**src/rtl/game_pkg.sv**
```systemverilog
// Shared game-phase and scoring definitions for the frame-clock domain.
// Imported by the round sequencer, HUD and player blocks.
package game_pkg;

   localparam int unsigned PHASE_W = 3;
   localparam int unsigned WIN_W   = 2;
   localparam int unsigned ROUND_W = 2;
   localparam int unsigned FRAME_W = 6;
   localparam int unsigned SECS_W  = 7;
   localparam int unsigned END_W   = 8;

   typedef enum logic [PHASE_W-1:0] {
      PH_MENU      = 3'd0,
      PH_CD_ARM    = 3'd1,
      PH_CD_RUN    = 3'd2,
      PH_FIGHT     = 3'd3,
      PH_ROUND_END = 3'd4,
      PH_MATCH_END = 3'd5
   } phase_e;

   typedef enum logic [WIN_W-1:0] {
      WIN_NONE = 2'd0,
      WIN_P1   = 2'd1,
      WIN_P2   = 2'd2,
      WIN_DRAW = 2'd3
   } winner_e;

   typedef struct packed {
      logic [ROUND_W-1:0] p1_wins;
      logic [ROUND_W-1:0] p2_wins;
      winner_e            round_winner;
   } score_t;

   // Win counters saturate rather than wrap.
   function automatic logic [ROUND_W-1:0] sat_inc(input logic [ROUND_W-1:0] v);
      return (v == 2'd3) ? v : v + 2'd1;
   endfunction

   function automatic winner_e match_result(input logic [ROUND_W-1:0] p1,
                                            input logic [ROUND_W-1:0] p2);
      if (p1 > p2) return WIN_P1;
      if (p2 > p1) return WIN_P2;
      return WIN_DRAW;
   endfunction

endpackage

```
**src/rtl/round_timer.sv**
```systemverilog
// Round clock: frame divider feeding a saturating seconds down-counter.
// expire_c flags the wrap that takes the last second to zero.
module round_timer
   import game_pkg::*;
#(
   parameter int unsigned ROUND_SECS     = 60,
   parameter int unsigned FRAMES_PER_SEC = 60
) (
   input  logic              clk,
   input  logic              reset,
   input  logic              load,
   input  logic              enable,
   output logic [SECS_W-1:0] secs_left,
   output logic              expire_c
);

   logic [FRAME_W-1:0] frame_q, frame_d;
   logic [SECS_W-1:0]  secs_q, secs_d;
   logic               wrap_c;

   assign wrap_c   = enable && (frame_q == FRAME_W'(FRAMES_PER_SEC - 1));
   assign expire_c = !load && wrap_c && (secs_q == SECS_W'(1));

   always_comb begin
      frame_d = frame_q;
      secs_d  = secs_q;
      if (load) begin
         frame_d = '0;
         secs_d  = SECS_W'(ROUND_SECS);
      end else if (enable) begin
         if (wrap_c) begin
            frame_d = '0;
            if (secs_q != '0) secs_d = secs_q - SECS_W'(1);
         end else begin
            frame_d = frame_q + FRAME_W'(1);
         end
      end
   end

   always_ff @(posedge clk or posedge reset) begin
      if (reset) begin
         frame_q <= '0;
         secs_q  <= SECS_W'(ROUND_SECS);
      end else begin
         frame_q <= frame_d;
         secs_q  <= secs_d;
      end
   end

   assign secs_left = secs_q;

endmodule

```
**src/rtl/round_controller.sv**
```systemverilog
// Match sequencer: menu, countdown handshake, fight, round-end hold, match end.
// Scores KO events into round/match winners; all outputs are registered.
module round_controller
   import game_pkg::*;
#(
   parameter int unsigned ROUND_SECS     = 60,
   parameter int unsigned FRAMES_PER_SEC = 60,
   parameter int unsigned WINS_NEEDED    = 2,
   parameter int unsigned MAX_ROUNDS     = 3,
   parameter int unsigned END_FRAMES     = 120
) (
   input  logic               clk,
   input  logic               reset,
   input  logic               start,
   input  logic               cd_active,
   input  logic               p1_ko,
   input  logic               p2_ko,
   output logic               cd_start,
   output logic [PHASE_W-1:0] phase,
   output logic               fight_en,
   output logic [ROUND_W-1:0] round_num,
   output logic [ROUND_W-1:0] p1_wins,
   output logic [ROUND_W-1:0] p2_wins,
   output logic [SECS_W-1:0]  secs_left,
   output logic [WIN_W-1:0]   round_winner,
   output logic [WIN_W-1:0]   match_winner
);

   phase_e             state_q, state_d;
   logic [ROUND_W-1:0] round_q, round_d;
   score_t             score_q, score_d;
   winner_e            match_winner_q, match_winner_d;
   logic [END_W-1:0]   end_cnt_q, end_cnt_d;
   logic               cd_start_q, cd_start_d;
   logic               fight_en_q, fight_en_d;
   logic               timer_load_c;
   logic               timer_en_c;
   logic               expire_c;
   logic               match_over_c;

   assign timer_load_c = (state_q == PH_CD_RUN) && !cd_active;
   assign timer_en_c   = (state_q == PH_FIGHT);
   assign match_over_c = (score_q.p1_wins == ROUND_W'(WINS_NEEDED))
                      || (score_q.p2_wins == ROUND_W'(WINS_NEEDED))
                      || (round_q == ROUND_W'(MAX_ROUNDS));

   round_timer #(
      .ROUND_SECS     (ROUND_SECS),
      .FRAMES_PER_SEC (FRAMES_PER_SEC)
   ) u_timer (
      .clk       (clk),
      .reset     (reset),
      .load      (timer_load_c),
      .enable    (timer_en_c),
      .secs_left (secs_left),
      .expire_c  (expire_c)
   );

   always_comb begin
      state_d        = state_q;
      round_d        = round_q;
      score_d        = score_q;
      end_cnt_d      = end_cnt_q;
      match_winner_d = WIN_NONE;
      cd_start_d     = 1'b0;
      fight_en_d     = 1'b0;

      case (state_q)
         PH_MENU: begin
            if (start) state_d = PH_CD_ARM;
         end
         PH_CD_ARM: begin
            state_d = PH_CD_RUN;
         end
         PH_CD_RUN: begin
            if (!cd_active) state_d = PH_FIGHT;
         end
         PH_FIGHT: begin
            // KO outcomes outrank the timeout; a simultaneous double KO is a draw.
            if (p1_ko && p2_ko) begin
               score_d.round_winner = WIN_DRAW;
               state_d              = PH_ROUND_END;
            end else if (p1_ko) begin
               score_d.p2_wins      = sat_inc(score_q.p2_wins);
               score_d.round_winner = WIN_P2;
               state_d              = PH_ROUND_END;
            end else if (p2_ko) begin
               score_d.p1_wins      = sat_inc(score_q.p1_wins);
               score_d.round_winner = WIN_P1;
               state_d              = PH_ROUND_END;
            end else if (expire_c) begin
               score_d.round_winner = WIN_DRAW;
               state_d              = PH_ROUND_END;
            end
            if (state_d == PH_ROUND_END) end_cnt_d = '0;
         end
         PH_ROUND_END: begin
            if (end_cnt_q == END_W'(END_FRAMES - 1)) begin
               if (match_over_c) begin
                  state_d = PH_MATCH_END;
               end else begin
                  round_d = round_q + ROUND_W'(1);
                  state_d = PH_CD_ARM;
               end
            end else begin
               end_cnt_d = end_cnt_q + END_W'(1);
            end
         end
         PH_MATCH_END: begin
            if (start) state_d = PH_MENU;
         end
         default: begin
            state_d = PH_MENU;
         end
      endcase

      // Scores are cleared on the edge that enters the menu and held clear there.
      if (state_d == PH_MENU) begin
         round_d = ROUND_W'(1);
         score_d = '0;
      end

      cd_start_d = (state_d == PH_CD_ARM);
      fight_en_d = (state_d == PH_FIGHT);
      if (state_d == PH_MATCH_END)
         match_winner_d = match_result(score_d.p1_wins, score_d.p2_wins);
   end

   always_ff @(posedge clk or posedge reset) begin
      if (reset) begin
         state_q        <= PH_MENU;
         round_q        <= ROUND_W'(1);
         score_q        <= '0;
         match_winner_q <= WIN_NONE;
         end_cnt_q      <= '0;
         cd_start_q     <= 1'b0;
         fight_en_q     <= 1'b0;
      end else begin
         state_q        <= state_d;
         round_q        <= round_d;
         score_q        <= score_d;
         match_winner_q <= match_winner_d;
         end_cnt_q      <= end_cnt_d;
         cd_start_q     <= cd_start_d;
         fight_en_q     <= fight_en_d;
      end
   end

   assign phase        = state_q;
   assign cd_start     = cd_start_q;
   assign fight_en     = fight_en_q;
   assign round_num    = round_q;
   assign p1_wins      = score_q.p1_wins;
   assign p2_wins      = score_q.p2_wins;
   assign round_winner = score_q.round_winner;
   assign match_winner = match_winner_q;

endmodule

```
**config.mk**
```make
export PLATFORM = sky130hd
export DESIGN_NAME = round_controller
export DESIGN_NICKNAME = d
export VERILOG_FILES = /design/src/rtl/game_pkg.sv /design/src/rtl/round_timer.sv /design/src/rtl/round_controller.sv
export SDC_FILE = /design/constraint.sdc
export NUM_CORES = 1
export LEC_CHECK = 0
export BUFFER_PORTS_ARGS = -buffer_cell sky130_fd_sc_hd__buf_2
export CAP_MARGIN = 40
export CORE_UTILIZATION = 55
export CTS_BUF_LIST = sky130_fd_sc_hd__clkbuf_8
export CTS_CLUSTER_SIZE = 16
export DETAILED_ROUTE_END_ITERATION = 10
export HOLD_SLACK_MARGIN = 0.08
export PLACE_DENSITY = 0.83
export REMOVE_ABC_BUFFERS = 1
export SYNTH_ARGS = -nofsm -noshare
export SYNTH_HDL_FRONTEND = slang
export SYNTH_SLANG_ARGS = --single-unit
```
**constraint.sdc**
```tcl
create_clock -name clk -period 5.73 [get_ports clk]
set_clock_uncertainty 0.05 [all_clocks]
set_input_delay 0.573 -clock clk [delete_from_list [all_inputs] [get_ports clk]]
set_output_delay 0.573 -clock clk [all_outputs]
set_load 0.01 [all_outputs]
```
==> results.yml, run 1 <==
critical_path:
  r2r_slack_ps: 3100
  reg2reg_from: "phase[0]$_DFF_PP0_"
  startpoint: "phase[0]$_DFF_PP0_"
  worst_ep_arrival_time_ps: 2770
  endpoint_kind: "register"
  critPathRequiredTime_ps: 5880
  criticalPathCategory: "reg2reg"
  cp-start-kind: "register"
  rr_endpoint: "match_winner[0]$_DFF_PP0_"
  path_max_fanout: 14
  reg2reg_depth: 8
synthesis:
  synthArstFlopShare: 1.00
  synthFlopType: "dfrtp_1"
  ys_seq_area_frac: 0.447
  syn_inst: 208
  synth_edf_count: 0
  synth_area_um2: 2030
  yosys_warnings: 0
  synth_cell_types: 50
  syn_area_per_cell_um2: 9.76
  ys_seq_elements: 36
drt:
  avgRoutedWirePerCell_um: 14.8
  drc: 0
  antenna_left: 0
  vias: 1654
  wirelength_mm: 4.22
  first_iter_violations: 125
  via_per_inst: 5.80
  drt-pass1-iter-count: 4
clock_tree:
  cts-htree-levels: 2
  cts_post_setup_buffers_inserted: 0
  cts_tree: "yes"
  ctsHoldBuffers: 0
  clkTransAtPathRegs_ps: 70
  clockRootBuffer: "clkbuf_8"
  cts_resized: 0
  cts_made_buffers: 5
  cts_buffer_depth: 2
  insertion_delay_ps: 290
  clock_sinks: 36
floorplanning:
  die_y_um: 62.7
  fp.coreArea_um2: 3440
  die_x_um: 62.7
  dieArea_um2: 3940
  io_pins: 28
  start_util: 0.590
  rows: 21
sta:
  tns_ps: 0
  fmax_ghz: 0.381
  slew_violations: 0
  rsz0062_at_grt: "no"
  period_share: 0.458
  tightest_slew_ps: 663
  holdWs_ps: 324
  min_period_ps: 2630
  relSlewSlack: 0.555
  hold_viol: 0
  setup_viol: 0
finish:
  multiInputGateArea_um2: 1060
  layout-drive-gt1-share: 0.209
  seqCellArea_um2: 907
  n_antenna_cell: 0
  syn_to_final_growth_pct: 13.6
  nFillCells: 276
  final_util: 0.670
  fin_nets: 252
power:
  p_sw_mw: 0.332
  vdd_drop_max_v: 0.000184
  switching_share: 0.387
  p_seq_frac: 0.446
  combPwrFrac: 0.325
  pwr-share-clk: 0.229
  p_int_mw: 0.526
  power.density_nw_per_um2: 372
  p_leak_nw: 1.05
  p_total_mw: 0.858
global_routing:
  grt_pass1_vias: 1564
  grt_usage: 0.238
  grt.overflow.total: 0
  antenna_found_initial: 0
  grt_max_degree: 37
  grt_pass1_wl_mm: 7.21
status:
  outcome: "complete, no violations"
placement:
  dp_hpwl_mm: 2.98
  port_buffers: 27
  place.gp.congestion: 0.844
job:
  max_cap_viol_count: 0
hold_path:
  hold_class: "in2async"
power groups by stage:
stage                     clock network, mW  registers (mW)  logic [mW]
after CTS                             0.203           0.381       0.281
after detailed placement                  0           0.385       0.279
after floorplan                           0           0.387       0.180
after global placement                    0           0.382       0.271
final                                 0.196           0.383       0.279
after global routing                  0.211           0.393       0.312
synthesized netlist by cell type, types with 4 or more instances:
| cell type | number | area, um^2 |
|---|---|---|
| ha_1 | 8 | 100 |
| xnor2_1 | 4 | 35.0 |
| or3_1 | 4 | 25.0 |
| nand4_1 | 5 | 31.3 |
| mux2i_1 | 4 | 40.0 |
| dfrtp_1 | 31 | 776 |
| nor2_1 | 22 | 82.6 |
| nand2_1 | 15 | 56.3 |
| o21ai_0 | 5 | 25.0 |
| nor3_1 | 10 | 50.1 |
| inv_1 | 10 | 37.5 |
| a21oi_1 | 12 | 60.1 |
| dfstp_2 | 5 | 131 |
| nand3_1 | 7 | 35.0 |
| nor2b_1 | 6 | 37.5 |
| nand2b_1 | 4 | 25.0 |
| a211oi_1 | 5 | 37.5 |
critical path, cell delays in order, from the launching register on:
cell and delay, ps:
dfrtp_1 650, nand3b_2 310, nor3b_1 460, a21oi_1 150, nand2b_1 160, ha_1 320, a21oi_1 170, a21oi_1 60
a211oi_1 190
per-layer routing:
layer / global-route usage / wire (um) / vias to the layer above
met5: 0 / 0 / -
met4: 0.105 / 86 / 0
met3: 0.0584 / 160 / 8
met2: 0.376 / 2010 / 43
met1: 0.310 / 1960 / 793
li1: - / - / 810
kinds of logic (layout without fill, tap and decap cells):
family,Yosys count,count (layout),synth area share
xor+xnor,6,6,0.0259
flops,36,36,0.447
fa+ha+maj,8,8,0.0493
buf+inv,15,46,0.0308
compound gates,42,42,0.144
simple gates,97,97,0.284
mux,4,4,0.0197
worst max path at each step:
stage | cells after the start | end | slack [ps]
floorplan | 8 | match_winner[0]$_DFF_PP0_ | 3410
global placement | 8 | match_winner[0]$_DFF_PP0_ | 3270
detailed placement | 8 | match_winner[0]$_DFF_PP0_ | 3140
CTS | 8 | match_winner[0]$_DFF_PP0_ | 3110
global route | 8 | match_winner[0]$_DFF_PP0_ | 2800
finish | 8 | match_winner[0]$_DFF_PP0_ | 3100
metrics by stage:
step | instances | cell area [um^2] | setup WS (ps)
final | 285 | 2300 | 3100
after global routing | 285 | 2300 | 2800
after CTS | 285 | 2300 | 3110
after detailed placement | 277 | 2200 | 3140
after global placement | 277 | 2200 | 3270
after floorplan | 203 | 2000 | 3410
sequential cells by signal, summed over array words and instances, names as in the netlist:
signal and flops:
u_timer.frame_q 6, fight_en 1, phase 3, u_timer.secs_left 7, p1_wins 2, p2_wins 2
cd_start 1, round_winner 2, match_winner 2, end_cnt_q 8, round_num 2
cells in the final DEF, fill, tap and decap left out, types with 6 or more instances in the layout:
master | synthesis | routed
clkbuf_8 | 0 | 7
a21oi_1 | 12 | 12
nor2_1 | 22 | 22
nand2_1 | 15 | 15
dfrtp_1 | 31 | 31
nand3_1 | 7 | 7
buf_2 | 2 | 27
nor3_1 | 10 | 10
ha_1 | 8 | 8
nor2b_1 | 6 | 6
inv_1 | 10 | 11
final cells by class:
cell class                 count  share of cell area
inverter                      10              0.0163
clock inverter                 1             0.00163
clock buffer                   7              0.0418
sequential                    36               0.394
multi-input combinational    157               0.460
timing repair buffer          28              0.0619
tap                           46              0.0250
Power figures use the tool's default switching activity.
==> inputs of run 2 (changes only) <==
- CORE_UTILIZATION: 55 -> 53
- clock period: 5.73 -> 2.3 ns (I/O delays scaled with it)
==> results.yml, run 2 (same netlist as run 1, synthesis figures left out) <==
status:
  outcome: "complete, no violations"
critical_path:
  reg2reg_depth: 9
  endpoint_kind: "register"
  slowest_delay_ps: 380
  slowest_stage: "dfrtp_1"
  cp-start-kind: "register"
  critPathTopFamily: "simple AND/OR/NAND/NOR gates"
  worst_ep_arrival_time_ps: 2200
  critPathRequiredTime_ps: 2450
  path_cells: "nand3b_2, nor3b_2, mux2i_1, or2_2, ha_1, inv_1, a21oi_2, a21oi_1, a211oi_1"
  path_max_fanout: 3
  criticalPathCategory: "reg2reg"
  worst-path-buf-inv: 1
  path_depth: 9
finish:
  syn_to_final_growth_pct: 17.4
  n_antenna_cell: 0
  regMostFlops: "end_cnt_q"
  final_common_cell: "dfrtp_1"
  multiInputGateArea_um2: 1070
  fin_nets: 261
  layout-drive-gt1-share: 0.246
  nFillCells: 286
  largest_reg_flops: 8
  mostFrequentLayoutCells: "dfrtp_1 (31), buf_2 (27), nor2_1 (22)"
  seqCellArea_um2: 907
sta:
  setup_slack_ps: 242
  slew_violations: 0
  relSlewSlack: 0.539
  tightest_slew_ps: 688
  min_period_ps: 2060
  hold_viol: 0
  fmax_ghz: 0.486
  setup_viol: 0
  tns_ps: 0
  period_share: 0.895
  rsz0062_at_grt: "no"
global_routing:
  grt_usage: 0.230
  grt.overflow.total: 0
  grt_pass1_wl_mm: 7.18
  grtUsageMet1: 0.280
  grt_use_met3: 0.0554
  grt_max_degree: 37
  grt_pass1_vias: 1640
  grt.met2_usage: 0.380
  antenna_found_initial: 0
  busiest_layer: "met2"
clock_tree:
  clock_sinks: 36
  clkTransAtPathRegs_ps: 70
  cts-htree-levels: 2
  cts_made_buffers: 5
  cts_tree: "yes"
  clockRootBuffer: "clkbuf_8"
  insertion_delay_ps: 290
  cts_buffer_depth: 2
drt:
  antenna_left: 0
  first_iter_violations: 159
  vias: 1678
  avgRoutedWirePerCell_um: 14.1
  drc: 0
  drt-pass1-iter-count: 4
  via_per_inst: 5.67
  wirelength_mm: 4.17
hold_path:
  min_delay_path_depth: 3
  hold_class: "in2reg"
floorplanning:
  fp.coreArea_um2: 3660
  die_x_um: 63.9
  die_y_um: 63.9
  start_util: 0.554
  dieArea_um2: 4080
  rows: 22
  io_pins: 28
placement:
  port_buffers: 27
  dp_hpwl_mm: 2.98
  place.gp.congestion: 0.823
  dp_slack_ps: 103
job:
  max_cap_viol_count: 0
power:
  vdd_drop_max_v: 0.000615
  power.density_nw_per_um2: 923
  p_leak_nw: 1.10
## run 2: worst register-to-register path, delay by kind of cell, from the launching register on
| family | cells | cell delay [ps] |
|---|---|---|
| adders and majority gates | 1 | 140 |
| muxes | 1 | 260 |
| and+or+nand+nor | 3 | 680 |
| AOI/OAI and AO/OA | 3 | 420 |
| DFF | 1 | 380 |
| buffers and inverters | 1 | 50 |
## run 2: final cells by class
cell class	instances	share of cell area
repair buffers	37	0.0893
multi-input cells	157	0.451
clock inverters	2	0.00315
inverters	10	0.0158
clock buffers	6	0.0347
flip-flops and latches	36	0.381
well taps	48	0.0252
## run 2: per-layer routing
metal,share of wire,vias to the layer above
li1,-,830
met1,0.46,807
met2,0.48,34
met3,0.038,7
met4,0.017,0
met5,0,-
## run 2: through the flow
| step | cell area [um^2] | total power [mW] | utilization | hold WS (ps) | std cells |
|---|---|---|---|---|---|
| after detailed placement | 2270 | 1.73 | 0.619 | 310 | 287 |
| after CTS | 2370 | 2.20 | 0.647 | 221 | 296 |
| after global routing | 2380 | 2.35 | 0.651 | 265 | 296 |
| final | 2380 | 2.20 | 0.651 | 229 | 296 |
| after floorplan | 2000 | 1.41 | - | 343 | 203 |
| after global placement | 2270 | 1.70 | 0.619 | 302 | 287 |
## run 2: repair_timing
action | in CTS | in global routing
hold buffers | 1 | 0
resized for setup | 0 | 4
endpoints found under the hold margin | 31 | 0
setup buffers | 0 | 0
endpoints found under the setup margin | 0 | 1
## run 2: path summary, 6_finish.rpt
path	from	endpoint	slack, ps
max in group asynchronous	reset	round_num[0]$_DFFE_PP1P_	1330
worst max-delay path	phase[2]$_DFF_PP0_	match_winner[0]$_DFF_PP0_	240
worst min-delay path	p2_ko	round_winner[0]$_DFFE_PP0P_	230
min in group asynchronous	reset	u_timer.secs_left[6]$_DFFE_PP0P_	520
worst min register to register	u_timer.frame_q[4]$_DFFE_PP0P_	u_timer.frame_q[4]$_DFFE_PP0P_	500
worst max register to register	phase[2]$_DFF_PP0_	match_winner[0]$_DFF_PP0_	240
## run 2: power breakdown
group | internal [mW] | leakage [nW] | switching [mW] | total [mW]
Combinational | 0.353 | 0.572 | 0.486 | 0.840
Clock | 0.235 | 0.0538 | 0.218 | 0.453
Sequential | 0.767 | 0.472 | 0.138 | 0.905
==> inputs of run 3 (changes only) <==
- RECOVER_POWER: unset -> 25
==> results.yml, run 3 (same netlist as run 1, synthesis figures left out) <==
status:
  outcome: "complete, no violations"
clock_tree:
  clock_sinks: 36
  clkTransAtPathRegs_ps: 70
  cts_post_setup_buffers_inserted: 0
  cts-htree-levels: 2
  cts_tree: "yes"
  cts_made_buffers: 5
  cts_buffer_depth: 2
  insertion_delay_ps: 290
  clockRootBuffer: "clkbuf_8"
floorplanning:
  io_pins: 28
  fp.coreArea_um2: 3660
  dieArea_um2: 4080
  rows: 22
  start_util: 0.554
  die_y_um: 63.9
  die_x_um: 63.9
global_routing:
  grt_pass1_wl_mm: 7.18
  grt_pass1_vias: 1640
  grt.overflow.total: 0
  grt_usage: 0.230
  grt_max_degree: 37
  antenna_found_initial: 0
sta:
  rsz0062_at_grt: "no"
  relSlewSlack: 0.412
  setup_slack_ps: 239
  hold_viol: 0
  setup_viol: 0
  tightest_slew_ps: 881
  tns_ps: 0
  min_period_ps: 2060
  slew_violations: 0
  fmax_ghz: 0.485
  period_share: 0.896
finish:
  n_antenna_cell: 0
  seqCellArea_um2: 907
  fin_nets: 261
  stdcell_area_um2: 2380
  largest_reg_flops: 8
  regMostFlops: "end_cnt_q"
  nFillCells: 288
  syn_to_final_growth_pct: 17.2
  final_common_cell: "dfrtp_1"
  layout-drive-gt1-share: 0.242
  mostFrequentLayoutCells: "dfrtp_1 (31), buf_2 (26), nor2_1 (22)"
  multiInputGateArea_um2: 1070
drt:
  avgRoutedWirePerCell_um: 14.1
  antenna_left: 0
  drc: 0
  via_per_inst: 5.65
  vias: 1671
  first_iter_violations: 161
  drt-pass1-iter-count: 4
  wirelength_mm: 4.17
critical_path:
  endpoint_kind: "register"
  path_max_fanout: 3
  reg2reg_from: "phase[2]$_DFF_PP0_"
  criticalPathCategory: "reg2reg"
  r2r_slack_ps: 240
  reg2reg_depth: 9
  cp-start-kind: "register"
  worst_ep_arrival_time_ps: 2210
  rr_endpoint: "match_winner[0]$_DFF_PP0_"
  critPathRequiredTime_ps: 2450
hold_path:
  hold_class: "in2reg"
  min-delay-start: "p2_ko"
  min_delay_path_depth: 3
  whs_endpoint: "round_winner[0]$_DFFE_PP0P_"
placement:
  port_buffers: 27
  dp_slack_ps: 103
  place.gp.congestion: 0.823
  dpl_cell_area_um2: 2270
  dp_hpwl_mm: 2.98
power:
  p_leak_nw: 1.09
  power.density_nw_per_um2: 923
  vdd_drop_max_v: 0.000614
job:
  max_cap_viol_count: 0
[run 3: cell count changes in the layout (fill, tap and decap cells not counted), sizes merged]
| cell | previous run | this run |
|---|---|---|
| buf | 36 | 34 |
| clkbuf | 6 | 8 |
[run 3: worst max-delay path by stage]
stage	to	start
3_5_place_dp	match_winner[0]$_DFF_PP0_	phase[2]$_DFF_PP0_
5_1_grt	match_winner[0]$_DFF_PP0_	phase[1]$_DFF_PP0_
4_1_cts	match_winner[0]$_DFF_PP0_	phase[2]$_DFF_PP0_
3_3_place_gp	match_winner[0]$_DFF_PP0_	phase[2]$_DFF_PP0_
6_report	match_winner[0]$_DFF_PP0_	phase[2]$_DFF_PP0_
2_1_floorplan	match_winner[0]$_DFF_PP0_	phase[0]$_DFF_PP0_
[run 3: worst max-delay path, cell delays in order (launching register included)]
cell and delay (ps):
dfrtp_1 380, nand3b_2 250, nor3b_2 300, mux2i_1 260, or2_2 140, ha_1 140
inv_1 50, a21oi_2 150, a21oi_1 60, a211oi_1 210
[run 3: metrics by stage]
step | util | power [mW] | std cells | hold WS [ps]
2_1_floorplan | - | 1.41 | 203 | 343
3_3_place_gp | 0.619 | 1.70 | 287 | 302
3_5_place_dp | 0.619 | 1.73 | 287 | 310
4_1_cts | 0.647 | 2.20 | 296 | 221
5_1_grt | 0.650 | 2.35 | 296 | 265
6_report | 0.650 | 2.20 | 296 | 229
[run 3: what timing repair did]
action | CTS | global route
setup endpoints to repair | 0 | 1
hold endpoints to repair | 31 | 0
gates resized for setup | 0 | 4
hold buffers | 1 | 0
[run 3: power breakdown]
part	internal (mW)	switching, mW	leakage, nW
clock	0.235	0.218	0.0538
sequential	0.767	0.138	0.472
combinational	0.351	0.486	0.567
total	1.35	0.842	1.09
[run 3: layout make-up]
cell class | count | share of cell area
repair buffers | 37 | 0.0878
well taps | 48 | 0.0252
flip-flops and latches | 36 | 0.381
inverters | 10 | 0.0158
clock inverters | 2 | 0.00316
clock buffers | 6 | 0.0347
multi-input cells | 157 | 0.452
[run 3: routing by layer]
layer  part of all wire  wire (um)  vias up  track usage
li1                   -          -      830            -
met1               0.46       1900      796        0.280
met2               0.48       2020       38        0.380
met3              0.044        182        7       0.0554
met4              0.017         71        0        0.114
met5                  0          0        -            0
